===== src/rtl/z_pulse_monitor.sv =====
// z_pulse_monitor: samples the detector's z output over fixed-length windows of
// enabled cycles. For each window it accumulates the number of z-high samples
// and the longest consecutive z-high run, then presents the result on a
// valid/ready interface. A window result that arrives while the previous one is
// still unaccepted is discarded and the sticky `dropped` flag is raised.
`timescale 1ns/1ps

module z_pulse_monitor #(
  parameter int WIN = 16,  // window length in enabled cycles (>= 2)
  parameter int CW  = 8    // width of count / max_run, saturating
) (
  input  logic          clk,
  input  logic          reset,      // synchronous, active-low
  input  logic          en,
  input  logic          z,
  input  logic          out_ready,
  output logic          out_valid,
  output logic [CW-1:0] count,
  output logic [CW-1:0] max_run,
  output logic          sat,
  output logic          dropped
);

  localparam int          WW   = (WIN > 1) ? $clog2(WIN) : 1;
  localparam logic [CW-1:0] MAXV = '1;
  localparam logic [WW-1:0] LAST = WW'(WIN - 1);

  typedef enum logic {
    S_EMPTY = 1'b0,
    S_FULL  = 1'b1
  } state_t;

  // Window accumulators
  logic [WW-1:0] r_wcnt;
  logic [CW-1:0] r_acc;
  logic [CW-1:0] r_run;
  logic [CW-1:0] r_maxr;
  logic          r_sat_acc;

  // Result registers and output FSM
  state_t        r_state;
  state_t        w_state_nxt;
  logic [CW-1:0] r_count;
  logic [CW-1:0] r_max_run;
  logic          r_sat;
  logic          r_dropped;

  // Values the accumulators take after this cycle's sample
  logic          w_win_end;
  logic [CW-1:0] w_acc_nxt;
  logic [CW-1:0] w_run_nxt;
  logic [CW-1:0] w_maxr_nxt;
  logic          w_sat_nxt;
  logic          w_load;
  logic          w_drop;

  assign w_win_end = en && (r_wcnt == LAST);

  // Next accumulator values including the current sample, with saturation
  always_comb begin
    // NOTE: every always_comb output gets a default first so no path leaves a
    // value unassigned, which would otherwise infer a latch.
    w_acc_nxt = r_acc;
    w_run_nxt = '0;
    if (z) begin
      w_acc_nxt = (r_acc == MAXV) ? MAXV : r_acc + 1'b1;
      w_run_nxt = (r_run == MAXV) ? MAXV : r_run + 1'b1;
    end
    w_maxr_nxt = (w_run_nxt > r_maxr) ? w_run_nxt : r_maxr;
    w_sat_nxt  = r_sat_acc || (z && ((w_acc_nxt == MAXV) || (w_run_nxt == MAXV)));
  end

  // Window counter and accumulators; cleared at window end so the next
  // enabled cycle starts a fresh window with no gap
  always_ff @(posedge clk) begin
    // NOTE: sequential state uses non-blocking assignments so every register
    // samples pre-edge values regardless of statement order.
    if (!reset) begin
      r_wcnt    <= '0;
      r_acc     <= '0;
      r_run     <= '0;
      r_maxr    <= '0;
      r_sat_acc <= 1'b0;
    end else if (en) begin
      if (w_win_end) begin
        r_wcnt    <= '0;
        r_acc     <= '0;
        r_run     <= '0;
        r_maxr    <= '0;
        r_sat_acc <= 1'b0;
      end else begin
        r_wcnt    <= r_wcnt + 1'b1;
        r_acc     <= w_acc_nxt;
        r_run     <= w_run_nxt;
        r_maxr    <= w_maxr_nxt;
        r_sat_acc <= w_sat_nxt;
      end
    end
  end

  // Output FSM next state: decides whether a finished window is loaded or dropped
  always_comb begin
    w_state_nxt = r_state;
    w_load      = 1'b0;
    w_drop      = 1'b0;
    unique case (r_state)
      S_EMPTY: begin
        if (w_win_end) begin
          w_load      = 1'b1;
          w_state_nxt = S_FULL;
        end
      end
      S_FULL: begin
        if (w_win_end) begin
          // Back-to-back accept and reload keeps out_valid high with no bubble
          if (out_ready) w_load = 1'b1;
          else           w_drop = 1'b1;
        end else if (out_ready) begin
          w_state_nxt = S_EMPTY;
        end
      end
      default: w_state_nxt = S_EMPTY;
    endcase
  end

  // Output FSM state, result registers and sticky drop flag
  always_ff @(posedge clk) begin
    if (!reset) begin
      r_state   <= S_EMPTY;
      r_count   <= '0;
      r_max_run <= '0;
      r_sat     <= 1'b0;
      r_dropped <= 1'b0;
    end else begin
      r_state <= w_state_nxt;
      if (w_load) begin
        r_count   <= w_acc_nxt;
        r_max_run <= w_maxr_nxt;
        r_sat     <= w_sat_nxt;
      end
      if (w_drop) r_dropped <= 1'b1;
    end
  end

  assign out_valid = (r_state == S_FULL);
  assign count     = r_count;
  assign max_run   = r_max_run;
  assign sat       = r_sat;
  assign dropped   = r_dropped;

endmodule

===== config.mk =====
export PLATFORM = sky130hd
export DESIGN_NAME = z_pulse_monitor
export DESIGN_NICKNAME = d
export VERILOG_FILES = /design/src/rtl/z_pulse_monitor.sv
export SDC_FILE = /design/constraint.sdc
export NUM_CORES = 1
export LEC_CHECK = 0
export ABC_AREA = 1
export CAP_MARGIN = 20
export CORE_MARGIN = 1
export CORE_UTILIZATION = 57
export DETAILED_ROUTE_END_ITERATION = 7
export GPL_TIMING_DRIVEN = 1
export PLACE_DENSITY_LB_ADDON = 0.3
export SYNTH_ARGS = -nofsm -noshare
export SYNTH_HDL_FRONTEND = slang
export SYNTH_SLANG_ARGS = --single-unit

===== constraint.sdc =====
create_clock -name clk -period 3.3 [get_ports clk]
set_input_delay 0.825 -clock clk [delete_from_list [all_inputs] [get_ports clk]]
set_output_delay 0.825 -clock clk [all_outputs]
set_load 0.005 [all_outputs]

# Word level (Yosys, flattened, before mapping)
# Index checks and enable logic that the tools add are counted.
# op_classes
add_sub_neg	3
n_mul	0
n_div	0
magnitude_cmp	1
n_eq_ne	5
shifts	0
n_mux	19
bitwise	1
reduce_logical	4
# op_table
cell	count
2-to-1 mux 8 bit	8
== test 8 bit (second input constant)	4
adder 8 x 1 -> 8 bit (second input constant)	2
greater-than comparator 8 bit	1
2-to-1 mux 1 bit	8
adder 4 x 1 -> 4 bit (second input constant)	1
== test 4 bit (second input constant)	1
2-to-1 mux 4 bit	1
case mux 1 bit (2 select lines)	2
logical AND 1 bit	2
logical OR 1 bit	2
inverter 1 bit	1
# totals
regBits	48
latchBits	0
mem_bits_rw	0
rom_bits	0
out_inout_bits	19
word_cells	43
n_memories	0

# Longest topological paths before layout
# logic_depth
depth_word	8
ltp_mapped	18
mapped_depth_nobuf	18

# Worst setup path after synthesis
# OpenSTA, ideal clock, no wires.
# synth_timing
path_type	input port to flip-flop
start	in z
end	reg r_max_run[2] (netlist: max_run[2])
arrival_time_ns	2.410
t_required_ns	3.191
setup_slack_ns	0.781
stages	14
cell_sequence	buf_4 > buf_2 > nand2_1 > inv_1 > ha_1 > nand2_1 > nor2_1 > nand4_2 > nand2_1 > nand2_1 > nand2_1 > nand2_1 > nand2_1 > inv_1
# synth_via
elab_chain_cells	3
# synth_lines
item	line	rtl
start, declared	15	input logic z,
2-to-1 mux 8 bit *	65	if (z) begin
greater-than comparator 8 bit	69	w_maxr_nxt = (w_run_nxt > r_maxr) ? w_run_nxt : r_maxr;
2-to-1 mux 8 bit *	69	
end signal, assigned	138	r_max_run <= w_maxr_nxt;
end, declared	44	logic [CW-1:0] r_max_run;
# Every way passes the cells marked *; elsewhere a longest branch is shown, timed or not.
# A chain may end at the register's enable or synchronous reset.

# Worst setup path after layout
# layout_timing
start	in z
end	reg r_maxr[6]
# layout_via
elab_chain_cells	4
# layout_lines
item	line	rtl
2-to-1 mux 8 bit *	65	
greater-than comparator 8 bit	69	
2-to-1 mux 8 bit *	69	
2-to-1 mux 8 bit *	85	if (w_win_end) begin
end signal, assigned	95	r_maxr <= w_maxr_nxt;
end, declared	37	logic [CW-1:0] r_maxr;
# Marked as above.

==> results.txt <==
----------------------------------------------------
[Yosys]
  Mux cell area share after synthesis ... 0
  Number of distinct standard cells referenced by the synthesized netlist ... 29
  Sequential-to-total area share from yosys stat ... 0.363
  Compound-cell area share of the yosys netlist ... 0.124
  Syn nets ... 405
  Per-instance average area after synthesis ... 6.80 µm²
  Number of warnings issued by yosys ... 0
  Combinational family with the most area after synthesis ... simple AND/OR/NAND/NOR gates
  Post-synthesis simple-gate area fraction ... 0.361
  Post-synthesis cell count ... 389
  Post-synth design cell area ... 0.00264 mm²
  XOR/XNOR share of the synthesized area ... 0.00994
  Post-Synth Adder-Cell Area ... 0.0521
  Register bit total from synthesis ... 48

[CTS]
  Number of buffers added by the clock tree synthesis step ... 5
  Post-CTS setup repair buffer count ... 0
  Skew-Pair Late Insertion Delay ... 0.30 ns
  CTS root buf ... sky130_fd_sc_hd__clkbuf_8
  Clock tree from TritonCTS ... done
  TritonCTS sink count ... 48
  H-tree level count ... 2
  Number of buffers between clock root and the deepest sink ... 2
  Quantity of hold-fixing buffers added after cts ... 0
  PostCTS Resize Cnt ... 0
  Clock slew at reported path FFs ... 0.09 ns

[Worst hold path]
  Min-delay worst type ... flip-flop to flip-flop

[Place]
  Port Buf Inserts ... 23
  Routability Congestion ... 0.856
  Detail Placement HPWL ... 4.06 mm
  Total instance count after detailed placement ... 456

[Critical path]
  Required arrival time at the worst endpoint ... 3.50 ns
  CP Launch Type ... input port
  Critical path class ... input port to flip-flop
  Critical path data arrival time ... 2.91 ns
  Max FO, Critical Path ... 11
  Setup crit end kind ... flip-flop

[Power]
  Peak VDD IR ... 330 µV
  Leakage power ... 1.27 nW
  Net Switching ... 0.672 mW
  Share of power burned in combinational logic ... 0.404
  P per Cell Area ... 566 mW/mm²
  Cell-internal power ... 1.03 mW
  Flop pwr share ... 0.378
  Proportion of total power due to net switching ... 0.395
  Fraction of power consumed by the clock network ... 0.217

[Routing]
  Count of unresolved DRC violations after routing ... 0
  Average routed wire per standard cell ... 12.0 µm
  Violation count after the first detailed-routing iteration ... 88
  Antenna viol nets, final ... 0
  Vias post-DR ... 2,472
  Final wirelength ... 5.55 mm
  Vias per cell ... 5.33
  First-pass DRT Iterations ... 4

[Floorplan]
  Overall die width ... 70.1 µm
  Ports placed on the boundary ... 24
  Num rows ... 24
  Die Height ... 70.1 µm
  Core Footprint ... 0.00441 mm²
  Area of the die ... 0.00491 mm²
  Initial cell density of the core ... 0.599

[Timing]
  Final number of setup-violating endpoints ... 0
  Slew Limit Headroom ... 0.605
  Slew of the pin with the lowest slew margin ... 0.592 ns
  Final Max Tran Viols ... 0
  Setup repair after global routing missed its margin ... false
  Number of hold violations in the final report ... 0
  Maximum clock frequency ... 368 MHz
  Layout Skew ... 0.00538 ns
  Part of the cycle the worst path needs ... 0.822
  Setup Total Neg Slack ... 0 ns
  Final period demand of the worst path ... 2.71 ns

[Final layout]
  Ant diodes ... 0
  Register area ... 961 µm²
  Fill cells ... 395
  Proportion of layout cells with a drive suffix above 1 ... 0.0947
  Nets@finish ... 427
  Fin cells ... 464
  Area growth, synth to finish ... 13.7%
  Area of the multi-input gates ... 0.00145 mm²

[Global route]
  Total congestion overflow after global routing ... 0
  Initial antenna violation count ... 0
  Via count of the first global-routing pass ... 2,295
  Global-route wire length before repair ... 9.95 mm
  Largest net degree at the start of global routing ... 26
  Total routing resource utilization after global routing ... 0.250

[Flow run]
  Number of maximum-capacitance violations ... 0

[Status]
  Run status ... finished, final reports clean

----------------------------------------------------
[layout make-up]
type,instances,share of cell area
Sequential cell,48,0.320
Clock inverter,1,0.00250
Clock buffer,7,0.0287
Timing Repair Buffer,29,0.0916
Tap cell,52,0.0216
Inverter,44,0.0550
Multi-Input combinational cell,283,0.481
[cell families after synthesis]
kind of cell / after synthesis
xor+xnor: 3
flops: 48
compound gates: 63
buf+inv: 58
simple gates: 206
fa+ha+maj: 11
[sequential cells by signal, indices dropped and copies added (netlist names)]
signal	count
r_maxr	8
r_run	8
dropped	1
r_sat_acc	1
max_run	8
sat	1
r_acc	8
r_wcnt	4
out_valid	1
count	8
[final timing paths]
path | from | endpoint | slack [ns] | depth (start not counted)
worst max-delay path | z | r_maxr[6] | 0.59 | 12
worst min-delay path | r_maxr[6] | r_maxr[6] | 0.47 | 2
worst max register to register | r_run[0] | r_maxr[6] | 0.69 | 16
worst min register to register | r_maxr[6] | r_maxr[6] | 0.47 | 2
[placed cells by master (no fill, tap or decap), types with 2 or more instances in the layout]
cell,instances
sky130_fd_sc_hd__nand2_1,108
sky130_fd_sc_hd__nor2_4,5
sky130_fd_sc_hd__nand2_2,5
sky130_fd_sc_hd__a21oi_1,37
sky130_fd_sc_hd__xor2_1,2
sky130_fd_sc_hd__nor2_2,6
sky130_fd_sc_hd__a31oi_1,2
sky130_fd_sc_hd__nand3b_1,3
sky130_fd_sc_hd__nor2_1,34
sky130_fd_sc_hd__or2_1,2
sky130_fd_sc_hd__dfxtp_1,48
sky130_fd_sc_hd__nand3_1,32
sky130_fd_sc_hd__clkbuf_8,6
sky130_fd_sc_hd__ha_1,11
sky130_fd_sc_hd__clkdlybuf4s50_1,23
sky130_fd_sc_hd__inv_1,40
sky130_fd_sc_hd__buf_4,6
sky130_fd_sc_hd__inv_2,4
sky130_fd_sc_hd__nand3_2,4
sky130_fd_sc_hd__o21ai_0,19
sky130_fd_sc_hd__nand4_1,4
sky130_fd_sc_hd__o211ai_1,2
[synthesized netlist by cell type]
| library cell | count | area share |
|---|---|---|
| sky130_fd_sc_hd__nand2_2 | 5 | 0.012 |
| sky130_fd_sc_hd__nor2_2 | 6 | 0.014 |
| sky130_fd_sc_hd__o211ai_1 | 2 | 0.0057 |
| sky130_fd_sc_hd__inv_2 | 4 | 0.0057 |
| sky130_fd_sc_hd__nand4_2 | 1 | 0.0047 |
| sky130_fd_sc_hd__clkbuf_1 | 6 | 0.0085 |
| sky130_fd_sc_hd__xnor2_1 | 1 | 0.0033 |
| sky130_fd_sc_hd__buf_4 | 4 | 0.011 |
| sky130_fd_sc_hd__nor2_1 | 34 | 0.048 |
| sky130_fd_sc_hd__nand3_1 | 32 | 0.061 |
| sky130_fd_sc_hd__nand3b_1 | 3 | 0.0085 |
| sky130_fd_sc_hd__nand2_1 | 108 | 0.15 |
| sky130_fd_sc_hd__or2_1 | 2 | 0.0047 |
| sky130_fd_sc_hd__o21ai_0 | 19 | 0.036 |
| sky130_fd_sc_hd__o21bai_1 | 1 | 0.0028 |
| sky130_fd_sc_hd__nand3_4 | 1 | 0.0066 |
| sky130_fd_sc_hd__a31oi_1 | 2 | 0.0047 |
| sky130_fd_sc_hd__nor3_1 | 1 | 0.0019 |
| sky130_fd_sc_hd__a211oi_1 | 1 | 0.0028 |
| sky130_fd_sc_hd__ha_1 | 11 | 0.052 |
| sky130_fd_sc_hd__buf_2 | 4 | 0.0076 |
| sky130_fd_sc_hd__dfxtp_1 | 48 | 0.36 |
| sky130_fd_sc_hd__nand3_2 | 4 | 0.015 |
| sky130_fd_sc_hd__nand4_1 | 4 | 0.0095 |
| sky130_fd_sc_hd__xor2_1 | 2 | 0.0066 |
| sky130_fd_sc_hd__o21ai_1 | 1 | 0.0019 |
| sky130_fd_sc_hd__nor2_4 | 5 | 0.021 |
| sky130_fd_sc_hd__inv_1 | 40 | 0.057 |
| sky130_fd_sc_hd__a21oi_1 | 37 | 0.070 |
[critical path: stages]
cell	delay, ns
sky130_fd_sc_hd__clkdlybuf4s50_1	0.68
sky130_fd_sc_hd__nand2_1	0.16
sky130_fd_sc_hd__inv_1	0.11
sky130_fd_sc_hd__ha_1	0.25
sky130_fd_sc_hd__a21oi_1	0.15
sky130_fd_sc_hd__o21ai_0	0.08
sky130_fd_sc_hd__nand2_1	0.08
sky130_fd_sc_hd__nand3_2	0.06
sky130_fd_sc_hd__nand2_1	0.21
sky130_fd_sc_hd__nand2_1	0.15
sky130_fd_sc_hd__nand3_1	0.10
sky130_fd_sc_hd__a21oi_1	0.06
[layer usage]
| layer | global-route usage | share of wire |
|---|---|---|
| met5 | 0 | 0 |
| met2 | 0.443 | 0.46 |
| met1 | 0.302 | 0.48 |
| met4 | 0.0800 | 0.018 |
| met3 | 0.0505 | 0.033 |
[per-stage QoR]
step | hold slack [ns] | instance area (µm²) | utilization | setup slack (ns) | power, mW
6_report | 0.469 | 3010 | 0.681 | 0.586 | 1.70
5_1_grt | 0.489 | 3010 | 0.681 | 0.354 | 1.84
4_1_cts | 0.470 | 3010 | 0.681 | 0.603 | 1.71
3_5_place_dp | 0.456 | 2910 | 0.660 | 0.297 | 1.33
3_3_place_gp | 0.453 | 2910 | 0.660 | 0.300 | 1.33
2_1_floorplan | 0.444 | 2640 | - | 0.781 | 1.16
[power by group through the flow]
stage	combinational, mW	clock [mW]	sequential, mW
2_1_floorplan	0.509	0	0.651
3_3_place_gp	0.671	0	0.655
3_5_place_dp	0.676	0	0.656
4_1_cts	0.686	0.376	0.644
5_1_grt	0.796	0.399	0.649
6_report	0.688	0.370	0.644
Note: power is estimated with default switching activity, not from simulation.
